### src/rtl/seg7_pkg.sv
// -----------------------------------------------------------------------------
// seg7_pkg
//   Shared types and constants for the seven-segment scan driver.
//   - scan_state_t : slot phase of the scanner (BLANK gap, then SHOW).
//   - SEG7_HEX     : active-low a..g glyphs for hex digits 0..F,
//                    bit 6 = segment a, bit 0 = segment g.
//   - SEG7_OFF     : active-low "all segments dark" pattern.
// -----------------------------------------------------------------------------
package seg7_pkg;

  typedef enum logic {
    BLANK = 1'b0,
    SHOW  = 1'b1
  } scan_state_t;

  localparam logic [6:0] SEG7_OFF = 7'b1111111;

  // Entry n is the glyph for hex digit n (active-low, a..g).
  localparam logic [6:0] SEG7_HEX [16] = '{
    7'b0000001,  // 0
    7'b1001111,  // 1
    7'b0010010,  // 2
    7'b0000110,  // 3
    7'b1001100,  // 4
    7'b0100100,  // 5
    7'b0100000,  // 6
    7'b0001111,  // 7
    7'b0000000,  // 8
    7'b0000100,  // 9
    7'b0001000,  // A
    7'b1100000,  // b
    7'b0110001,  // C
    7'b1000010,  // d
    7'b0110000,  // E
    7'b0111000   // F
  };

endpackage

### src/rtl/hex_to_seg7.sv
// -----------------------------------------------------------------------------
// hex_to_seg7
//   Combinational hex nibble to seven-segment glyph decoder.
//   Ports:
//     nibble : in  [3:0]  hex digit 0..F
//     glyph  : out [6:0]  active-low a..g pattern (glyph[6] = a, glyph[0] = g)
//   Output polarity is fixed active-low; the caller adapts it to the board.
// -----------------------------------------------------------------------------
module hex_to_seg7
  import seg7_pkg::*;
(
  input  logic [3:0] nibble,
  output logic [6:0] glyph
);

  assign glyph = SEG7_HEX[nibble];

endmodule

### src/rtl/seg7_scan_driver.sv
// -----------------------------------------------------------------------------
// seg7_scan_driver
//   Time-multiplexed seven-segment display driver. A packed hex word is
//   captured into shadow registers on load and scanned one digit per slot.
//   Each slot is BLANK (all anodes off, anti-ghosting gap) followed by SHOW
//   (one anode on, segments held constant). Digits can be individually
//   disabled, carry a decimal point, and leading zeros can be suppressed.
//
//   Parameters:
//     DIGITS         digits scanned (1..8)
//     PRESCALE       cycles per digit slot, blank + show (>= 2)
//     BLANK_CYCLES   dark cycles at the start of each slot (< PRESCALE)
//     SEG_ACTIVE_LOW 1: seg/dp_out drive 0 to light
//     AN_ACTIVE_LOW  1: an drives 0 to enable a digit
//
//   Ports:
//     clk          in   system clock
//     reset        in   asynchronous active-high reset
//     value        in   [4*DIGITS-1:0] packed hex digits, digit 0 rightmost
//     load         in   capture value/dp_in/digit_en into shadow registers
//     dp_in        in   [DIGITS-1:0] per-digit decimal point request
//     digit_en     in   [DIGITS-1:0] per-digit enable
//     lz_suppress  in   leading-zero suppression, sampled live
//     seg          out  [6:0] segments a..g (seg[6] = a)
//     dp_out       out  decimal point segment
//     an           out  [DIGITS-1:0] digit enables
//     frame_start  out  one-cycle pulse when the slot of digit 0 begins
//
//   All outputs are registered; nothing passes combinationally from an
//   input to an output.
// -----------------------------------------------------------------------------
module seg7_scan_driver
  import seg7_pkg::*;
#(
  parameter int DIGITS         = 4,
  parameter int PRESCALE       = 50000,
  parameter int BLANK_CYCLES   = 500,
  parameter int SEG_ACTIVE_LOW = 1,
  parameter int AN_ACTIVE_LOW  = 1
) (
  input  logic                  clk,
  input  logic                  reset,
  input  logic [4*DIGITS-1:0]   value,
  input  logic                  load,
  input  logic [DIGITS-1:0]     dp_in,
  input  logic [DIGITS-1:0]     digit_en,
  input  logic                  lz_suppress,
  output logic [6:0]            seg,
  output logic                  dp_out,
  output logic [DIGITS-1:0]     an,
  output logic                  frame_start
);

  // ---------------------------------------------------------------------------
  // Elaboration-time parameter checks
  // ---------------------------------------------------------------------------
  initial begin
    if (DIGITS < 1 || DIGITS > 8)
      $fatal(1, "seg7_scan_driver: DIGITS=%0d outside 1..8", DIGITS);
    if (PRESCALE < 2)
      $fatal(1, "seg7_scan_driver: PRESCALE=%0d must be >= 2", PRESCALE);
    if (BLANK_CYCLES < 0 || BLANK_CYCLES >= PRESCALE)
      $fatal(1, "seg7_scan_driver: BLANK_CYCLES=%0d must be in 0..PRESCALE-1",
             BLANK_CYCLES);
  end

  // ---------------------------------------------------------------------------
  // Derived constants
  // ---------------------------------------------------------------------------
  localparam int CNT_W = $clog2(PRESCALE);
  localparam int IDX_W = (DIGITS > 1) ? $clog2(DIGITS) : 1;

  localparam logic [CNT_W-1:0] SLOT_LAST  = CNT_W'(PRESCALE - 1);
  localparam logic [CNT_W-1:0] BLANK_LAST =
    CNT_W'((BLANK_CYCLES > 0) ? BLANK_CYCLES - 1 : 0);
  localparam logic [IDX_W-1:0] IDX_LAST   = IDX_W'(DIGITS - 1);

  // Output idle levels in board polarity.
  localparam logic [6:0]        SEG_OFF_OUT = (SEG_ACTIVE_LOW != 0) ? SEG7_OFF : 7'b0000000;
  localparam logic              DP_OFF      = (SEG_ACTIVE_LOW != 0);
  localparam logic [DIGITS-1:0] AN_OFF      = (AN_ACTIVE_LOW != 0) ? {DIGITS{1'b1}}
                                                                   : {DIGITS{1'b0}};

  // ---------------------------------------------------------------------------
  // Shadow registers
  // ---------------------------------------------------------------------------
  logic [4*DIGITS-1:0] value_q;
  logic [DIGITS-1:0]   dp_q;
  logic [DIGITS-1:0]   en_q;

  // NOTE: these are plain registers, not a RAM, so clearing them on reset is
  // cheap and guarantees a dark display until software writes a value.
  always_ff @(posedge clk or posedge reset) begin
    if (reset) begin
      value_q <= '0;
      dp_q    <= '0;
      en_q    <= '0;
    end else if (load) begin
      value_q <= value;
      dp_q    <= dp_in;
      en_q    <= digit_en;
    end
  end

  // ---------------------------------------------------------------------------
  // Scan state
  // ---------------------------------------------------------------------------
  scan_state_t      state;
  logic [CNT_W-1:0] cnt;
  logic [IDX_W-1:0] idx;
  // Clear while in reset; the first edge after release starts the frame so
  // frame_start can pulse during the first slot cycle.
  logic             running;

  logic [IDX_W-1:0] idx_next;
  assign idx_next = (idx == IDX_LAST) ? '0 : idx + 1'b1;

  // Digit whose SHOW would be entered on this edge: digit 0 on start-up,
  // the current digit when leaving BLANK, the next digit when BLANK_CYCLES=0
  // makes SHOW flow straight into the following SHOW.
  logic [IDX_W-1:0] tgt_idx;
  always_comb begin
    // NOTE: every always_comb output gets a default first so no path can
    // leave it unassigned and infer a latch.
    tgt_idx = idx;
    if (!running)
      tgt_idx = '0;
    else if (state == SHOW)
      tgt_idx = idx_next;
  end

  // ---------------------------------------------------------------------------
  // Visibility of the target digit
  // ---------------------------------------------------------------------------
  // upper_zero[i] is set when nibbles DIGITS-1 down to i are all zero.
  logic [DIGITS:0] upper_zero;
  always_comb begin
    upper_zero         = '0;
    upper_zero[DIGITS] = 1'b1;
    for (int i = DIGITS - 1; i >= 0; i--)
      upper_zero[i] = upper_zero[i+1] && (value_q[4*i +: 4] == 4'h0);
  end

  logic visible;
  assign visible = en_q[tgt_idx] &&
                   !(lz_suppress && (tgt_idx != '0) && upper_zero[tgt_idx]);

  // ---------------------------------------------------------------------------
  // Glyph decode and board-polarity outputs for the SHOW being entered
  // ---------------------------------------------------------------------------
  logic [3:0] tgt_nibble;
  logic [6:0] tgt_glyph;

  assign tgt_nibble = value_q[4*tgt_idx +: 4];

  hex_to_seg7 u_hex_to_seg7 (
    .nibble (tgt_nibble),
    .glyph  (tgt_glyph)
  );

  logic [DIGITS-1:0] an_sel;
  logic [DIGITS-1:0] an_show;
  logic [6:0]        seg_show;
  logic              dp_show;

  always_comb begin
    an_sel          = '0;
    an_sel[tgt_idx] = visible;

    an_show = (AN_ACTIVE_LOW != 0) ? ~an_sel : an_sel;

    seg_show = SEG_OFF_OUT;
    if (visible)
      seg_show = (SEG_ACTIVE_LOW != 0) ? tgt_glyph : ~tgt_glyph;

    dp_show = DP_OFF;
    if (visible && dp_q[tgt_idx])
      dp_show = ~DP_OFF;
  end

  // ---------------------------------------------------------------------------
  // Scan FSM with registered outputs
  // ---------------------------------------------------------------------------
  // SHOW counts from BLANK_CYCLES to PRESCALE-1; BLANK counts from 0.
  // NOTE: sequential state uses non-blocking assignments so every register
  // updates from pre-edge values regardless of statement order.
  always_ff @(posedge clk or posedge reset) begin
    if (reset) begin
      state       <= BLANK;
      cnt         <= '0;
      idx         <= '0;
      running     <= 1'b0;
      an          <= AN_OFF;
      seg         <= SEG_OFF_OUT;
      dp_out      <= DP_OFF;
      frame_start <= 1'b0;
    end else begin
      frame_start <= 1'b0;

      if (!running) begin
        // First slot after reset: digit 0, counter from zero.
        running     <= 1'b1;
        frame_start <= 1'b1;
        cnt         <= '0;
        idx         <= '0;
        if (BLANK_CYCLES == 0) begin
          state  <= SHOW;
          an     <= an_show;
          seg    <= seg_show;
          dp_out <= dp_show;
        end else begin
          state  <= BLANK;
          an     <= AN_OFF;
          seg    <= SEG_OFF_OUT;
          dp_out <= DP_OFF;
        end
      end else begin
        unique case (state)
          BLANK: begin
            cnt <= cnt + 1'b1;
            if (cnt == BLANK_LAST) begin
              state  <= SHOW;
              an     <= an_show;
              seg    <= seg_show;
              dp_out <= dp_show;
            end
          end

          SHOW: begin
            if (cnt == SLOT_LAST) begin
              cnt         <= '0;
              idx         <= idx_next;
              frame_start <= (idx_next == '0);
              if (BLANK_CYCLES == 0) begin
                state  <= SHOW;
                an     <= an_show;
                seg    <= seg_show;
                dp_out <= dp_show;
              end else begin
                state  <= BLANK;
                an     <= AN_OFF;
                seg    <= SEG_OFF_OUT;
                dp_out <= DP_OFF;
              end
            end else begin
              cnt <= cnt + 1'b1;
            end
          end

          default: begin
            state <= BLANK;
            cnt   <= '0;
          end
        endcase
      end
    end
  end

endmodule

### config.mk
export PLATFORM = sky130hd
export DESIGN_NAME = seg7_scan_driver
export DESIGN_NICKNAME = d
export VERILOG_FILES = /design/src/rtl/seg7_pkg.sv /design/src/rtl/hex_to_seg7.sv /design/src/rtl/seg7_scan_driver.sv
export SDC_FILE = /design/constraint.sdc
export NUM_CORES = 1
export LEC_CHECK = 0
export ABC_CLOCK_PERIOD_IN_PS = 2400
export CAP_MARGIN = 20
export CORE_UTILIZATION = 45
export CTS_CLUSTER_DIAMETER = 200
export DETAILED_ROUTE_END_ITERATION = 16
export PLACE_DENSITY = 0.81
export SYNTH_ARGS = -nofsm -noshare
export SYNTH_HDL_FRONTEND = slang
export SYNTH_SLANG_ARGS = --single-unit
### constraint.sdc
create_clock -name clk -period 2.4 [get_ports clk]
set_input_delay 0.24 -clock clk [delete_from_list [all_inputs] [get_ports clk]]
set_output_delay 0.24 -clock clk [all_outputs]
set_load 0.01 [all_outputs]
==> results.toml, run 1 <==
[cells_and_area]
final_util_pct = 62.5
syn_to_final_growth_pct = 32.4
fin_cells = 429
fin_nets = 383
multi_input_area_um2 = 1600
layout-drive-gt1-share_pct = 32.7
fillers = 490
regArea_um2 = 1440
final_area_um2 = 4040
diodes = 0

[worst_setup_path]
cp_max_fo = 5
endpoint_kind = "flop"
timing.rr.start = "idx[0]"
critPathCapture = "seg[3]"
cp.arrival_ns = 2.77
critPathRequiredTime_ns = 2.67
r2r_slack_ns = -0.1
worst_path_most_repeated_cell = "ha_4"
cp_cell_sequence = "ha_4 -> or4bb_4 -> a21boi_1 -> a221o_1 -> inv_2 -> ha_4 -> mux2_4 -> o211ai_1 -> a21oi_2"
crit_path_start = "idx[0]"
reg2regPathDepth = 9
rr_endpoint = "seg[3]"
cpMaxStageDelayCell = "or4bb_4"
path_class = "flop to flop"
critPathLaunchType = "flop"
slowest_delay_ns = 0.57

[synthesis]
ys_types = 59
syn_area_per_cell_um2 = 10.8
synth_compound_area_share_pct = 11.3
synth.mux.area_fraction_pct = 10.8
synth.area.top_cells = "dfrtp_1 (37%), dfstp_2 (10%), mux2_2 (8.9%)"
yosysMostFrequentCell = "dfrtp_1"
yosysWarnings = 0
ys_ff_latch = 57
synth_ff_type = "dfrtp_1"
yosysTopAreaCellShare_pct = 36.9
syn-cell-area_um2 = 3050
synth_top_family_by_area = "simple AND/OR/NAND/NOR gates"
yosysTopAreaCell = "dfrtp_1"
postSynth.asyncResetShare_pct = 100
synth_adder_area_share_pct = 3.28
synth-simple-area-share_pct = 18.3
synth_xor_xnor_area_share_pct = 4.60
synth_cells = 282
syn_nets = 318
synth_commonest_cells = "dfrtp_1 (45), nor2_1 (33), mux2_2 (24)"
seq_area_frac_synth_pct = 47.3
synth_edf_count = 0

[power_and_ir_drop]
ir_worst_vdd_mv = 0.421
p_leak_nw = 1.68
powerDensity_nw_per_um2 = 585
power.total_w = 0.00236

[drt]
vias = 2442
ant_nets = 0
drc = 3
dr.pass1.iters = 10
via_per_inst = 5.69
drt-wirelength-per-cell_um = 16.3
wirelength_mm = 6.97
drtIter0Drc = 108

[floorplanning]
fp.coreArea_um2 = 6460
die_x_um = 84.3
io_pins = 41
die_height_um = 84.3
die_area_um2 = 7110
start_util_pct = 47.2
rows = 29

[clock_network]
cts_max_level = 3
cts.path.max_buffers = 2
cts_tree = "yes"
cts-root-buf = "clkbuf_8"
path_clk_slew_ns = 0.07
cts_hold_buf = 0
cts.sinks = 57
clock_latency_ns = 0.34
cts_made_buffers = 9

[timing]
setup_violations = 5
worst_clock_skew_ns = 0.00698
fin_crit_sh_pct = 104
drv_slew = 0
layout_min_cycle_time_ns = 2.50
hold_viol = 0
tightest_slew_ns = 0.588
slew_headroom_pct = 60.7
fmaxAchievable_mhz = 400
rsz0062_at_grt = "true"
timing.final.ws_setup_ns = -0.0993

[global_route]
grt_max_degree = 32
grt_usage_pct = 21.0
antenna_found_initial = 0
grt_pass1_wl_mm = 11.5
grt-ovfl-total = 0
grt_pass1_vias = 2438

[placement]
gp_congestion = 0.930
place_area_um2 = 3690
port_buffers = 40
dp_cells = 410
dp_hpwl_mm = 4.85
post-place-ws_ns = -0.110

[job]
max_cap_violations = 0

[run_status]
failed_checks = "design-rule violations, negative setup slack"
outcome = "finished, violations left"

[worst_hold_path]
hold_class = "input port to async pin"
==> metal layers <==
metal / up-vias / wire length, µm / global-route usage [%]
met1: 1193 / 2880 / 25.5
met2: 92 / 3440 / 34.0
li1: 1130 / - / -
met3: 27 / 358 / 5.21
met4: 0 / 287 / 12.5
met5: - / 0 / 0
==> layout by cell type, fill, tap and decap left out, types with 3 or more instances in the layout <==
master / instances
buf_4: 21
inv_2: 4
nor2_2: 3
a21oi_2: 7
nand3_1: 11
a31oi_2: 3
xor2_1: 5
nor2_1: 33
nand2b_1: 4
nand4_1: 4
nand3b_1: 4
nor4_1: 3
dfrtp_1: 45
clkbuf_8: 11
o21ai_0: 4
xnor2_1: 10
dfstp_2: 12
mux2_2: 23
mux2i_1: 6
a21oi_1: 5
inv_1: 8
ha_1: 5
nand2_1: 16
ha_4: 3
a31oi_1: 4
clkdlybuf4s50_1: 40
==> power breakdown <==
group / switching [W] / leakage (nW) / total, W / internal [W]
clock network: 0.000391 / 0.115 / 0.00103 / 0.000637
logic: 0.000134 / 0.867 / 0.000289 / 0.000154
registers: 0.0000373 / 0.694 / 0.00105 / 0.00101
total: 0.000562 / 1.68 / 0.00236 / 0.00180
==> cell families (layout without fill, tap and decap cells) <==
family | Yosys count | count (layout)
and+or+nand+nor | 101 | 101
DFF | 57 | 57
AOI/OAI and AO/OA | 45 | 46
muxes | 30 | 30
buffers and inverters | 24 | 93
xor gates and xnor gates | 16 | 16
adders and majority gates | 8 | 8
other | 1 | 1
==> critical path, delay by kind of cell (launching register included) <==
kind / cells / cell delay, ns
adders and majority gates: 2 / 0.45
and+or+nand+nor: 1 / 0.57
muxes: 1 / 0.25
AOI/OAI and AO/OA: 4 / 0.65
DFF: 1 / 0.42
buffers and inverters: 1 / 0.10
==> how the worst min path moves through the flow <==
stage	from	to	slack [ns]	depth (start not counted)
floorplan	value[1]	value_q[1]	0.36	2
global placement	cnt[0]	cnt[0]	0.48	1
detailed placement	cnt[0]	cnt[0]	0.49	1
CTS	reset	cnt[12]	0.30	2
global route	reset	frame_start	0.33	2
finish	reset	cnt[7]	0.29	2
==> cell type report <==
cell class	count	area share [%]
clock inverter	5	1.92
timing repair buffer	65	15.4
multi-input combinational	202	39.7
clock buffer	11	3.75
sequential	57	35.7
inverter	12	1.12
tap	77	2.39
==> sequential cells by signal, indices dropped and copies added (netlist names) <==
name and cells:
cnt 16, value_q 16, seg 7, an 4
dp_q 4, en_q 4, idx 2, dp_out 1
frame_start 1, running 1, state 1
==> per-stage QoR <==
stage	setup TNS, ns	hold WS (ns)
6_report	-0.226	0.286
5_1_grt	-0.859	0.335
4_1_cts	-0.190	0.303
3_5_place_dp	-0.447	0.488
3_3_place_gp	-0.0510	0.480
2_1_floorplan	0	0.361
==> timing repair <==
item	CTS	global route
endpoints found under the setup margin	12	10
setup buffers	0	2
gates cloned	1	0
pin swaps	4	15
gates resized for setup	8	15
hold endpoints to repair	0	0
Power figures use the tool's default switching activity.
==> run 2, diff against run 1 <==
--- a/config.mk
+++ b/config.mk
@@ -7,6 +7,7 @@
 export LEC_CHECK = 0
 export ABC_CLOCK_PERIOD_IN_PS = 2400
 export CAP_MARGIN = 20
+export CORE_MARGIN = 1.5
 export CORE_UTILIZATION = 45
 export CTS_CLUSTER_DIAMETER = 200
 export DETAILED_ROUTE_END_ITERATION = 16
==> run 2 against run 1 <==
  * Via count increased by 2.0%
  * Clock skew increased by 0.0035 ns
  * Worst hold slack improved by 0.058 ns
  * Sequential power about the same
  * Combinational power increased by 8.3%
  * Utilization increased by 3.4 points
  * Final cell count increased by 4.2%
  * Global-route usage increased by 2.2 points
  * Clock power about the same
  * The flow still finishes with violations (design-rule violations, negative setup slack)
  * Critical path type unchanged
  * Register-to-register slack got worse by 0.10 ns
  * Non-clock buffer count increased by 18
==> results.toml, run 2 (same netlist as run 1, synthesis figures left out) <==
[run_status]
outcome = "finished, violations left"
failed_checks = "design-rule violations, negative setup slack"

[cells_and_area]
fillers = 494
fin_cells = 447
final_common_cell = "dfrtp_1"
reg_top3 = "cnt (16), value_q (16), seg (7)"
final_util_pct = 65.8
diodes = 0
layout-drive-gt1-share_pct = 37.3
syn_to_final_growth_pct = 39.5
final_cell_mix = "dfrtp_1 (44), clkdlybuf4s50_1 (40), buf_4 (38)"
fin_nets = 401

[drt]
drt-wirelength-per-cell_um = 17.7
drc = 2
wirelength_mm = 7.92
via_per_inst = 5.57
ant_nets = 0
dr.pass1.iters = 10
vias = 2490
drtIter0Drc = 113

[worst_setup_path]
cp_max_fo = 5
crit_family = "compound AO/OA/AOI/OAI gates"
critPathLaunchType = "flop"
worst_path_most_repeated_cell = "ha_4"
path_class = "flop to flop"
critical_path_buf_inv_count = 2
cp_cell_sequence = "ha_4 -> buf_6 -> or4bb_4 -> a21boi_2 -> a221o_1 -> inv_2 -> ha_4 -> mux2_4 -> o211ai_1 -> a21oi_2"
endpoint_kind = "flop"
cpMaxStageDelayCell = "or4bb_4"
cp.arrival_ns = 2.87
slowest_delay_ns = 0.55
critPathRequiredTime_ns = 2.67

[timing]
hold_viol = 0
tightest_slew_ns = 0.729
timing.final.ws_setup_ns = -0.200
setup_violations = 12
fin_crit_sh_pct = 108
slew_headroom_pct = 51.3
hold_ws_ns = 0.344
worst_clock_skew_ns = 0.0104
fmaxAchievable_mhz = 385
rsz0062_at_grt = "true"
drv_slew = 0
layout_min_cycle_time_ns = 2.60

[clock_network]
cts_hold_buf = 0
cts-root-buf = "clkbuf_8"
path_clk_slew_ns = 0.07
cts_made_buffers = 9
cts.sinks = 57
clock_latency_ns = 0.33
cts_tree = "yes"
cts_max_level = 3
cts.path.max_buffers = 2

[placement]
port_buffers = 40
dp_hpwl_mm = 5.20
gp_congestion = 0.904
dp_cells = 421

[global_route]
antenna_found_initial = 0
grt_pass1_vias = 2634
grt_max_degree = 35
grt_usage_pct = 23.2
grt-ovfl-total = 0
grt_pass1_wl_mm = 12.9

[power_and_ir_drop]
power.total_w = 0.00239
powerDensity_nw_per_um2 = 561
p_leak_nw = 1.77
ir_worst_vdd_mv = 0.424

[floorplanning]
io_pins = 41
die_area_um2 = 7280
start_util_pct = 47.2
die_height_um = 85.3
fp.coreArea_um2 = 6460
rows = 29
die_x_um = 85.3

[job]
max_cap_violations = 0

[worst_hold_path]
hold_class = "input port to async pin"
[run 2: layout make-up]
| class | instances | area [µm²] | area share (%) |
|---|---|---|---|
| tap | 77 | 96.3 | 2.27 |
| inverter | 12 | 45.0 | 1.06 |
| clock buffer | 11 | 151 | 3.56 |
| timing repair buffer | 83 | 764 | 18.0 |
| multi-input combinational | 202 | 1680 | 39.4 |
| clock inverter | 5 | 77.6 | 1.82 |
| sequential | 57 | 1440 | 33.9 |
[run 2: final timing paths]
path | cells after the start | slack (ns) | endpoint | startpoint
setup / recovery | 10 | -0.20 | seg[3] | idx[1]
hold / removal | 2 | 0.34 | cnt[11] | reset
setup reg to reg | 10 | -0.20 | seg[3] | idx[1]
hold reg to reg | 1 | 0.49 | cnt[0] | cnt[0]
max in group asynchronous | 3 | 1.37 | state | reset
min in group clk | 1 | 0.49 | cnt[0] | cnt[0]
[run 2: power breakdown]
group / switching [W] / internal [W] / total [W]
logic: 0.000147 / 0.000165 / 0.000313
registers: 0.0000412 / 0.00101 / 0.00105
clock network: 0.000387 / 0.000637 / 0.00102
total: 0.000575 / 0.00181 / 0.00239
[run 2: metrics by stage]
| stage | worst slack, ns | cell area (µm²) | setup TNS (ns) |
|---|---|---|---|
| floorplan | 0.00226 | 3080 | 0 |
| global placement | -0.301 | 3760 | -1.83 |
| detailed placement | -0.361 | 3760 | -2.01 |
| CTS | -0.162 | 4140 | -1.63 |
| global route | -0.333 | 4250 | -2.89 |
| finish | -0.200 | 4250 | -1.83 |
[run 2: worst register-to-register path, stage by stage, from the launching register on]
cell	delay, ns
dfrtp_1	0.41
ha_4	0.27
buf_6	0.12
or4bb_4	0.55
a21boi_2	0.17
a221o_1	0.21
inv_2	0.11
ha_4	0.17
mux2_4	0.25
o211ai_1	0.19
a21oi_2	0.08
[run 2: what timing repair did]
action	in CTS	in global routing
pin swaps	10	12
gates resized for setup	22	11
buffers inserted	5	3
cloned	1	1
endpoints found under the setup margin	12	12
[run 2: per-layer routing]
metal	GRT usage, %	routed length (µm)
met1	27.2	3310
met2	41.4	4150
met3	4.09	286
met4	10.4	174
met5	0	0
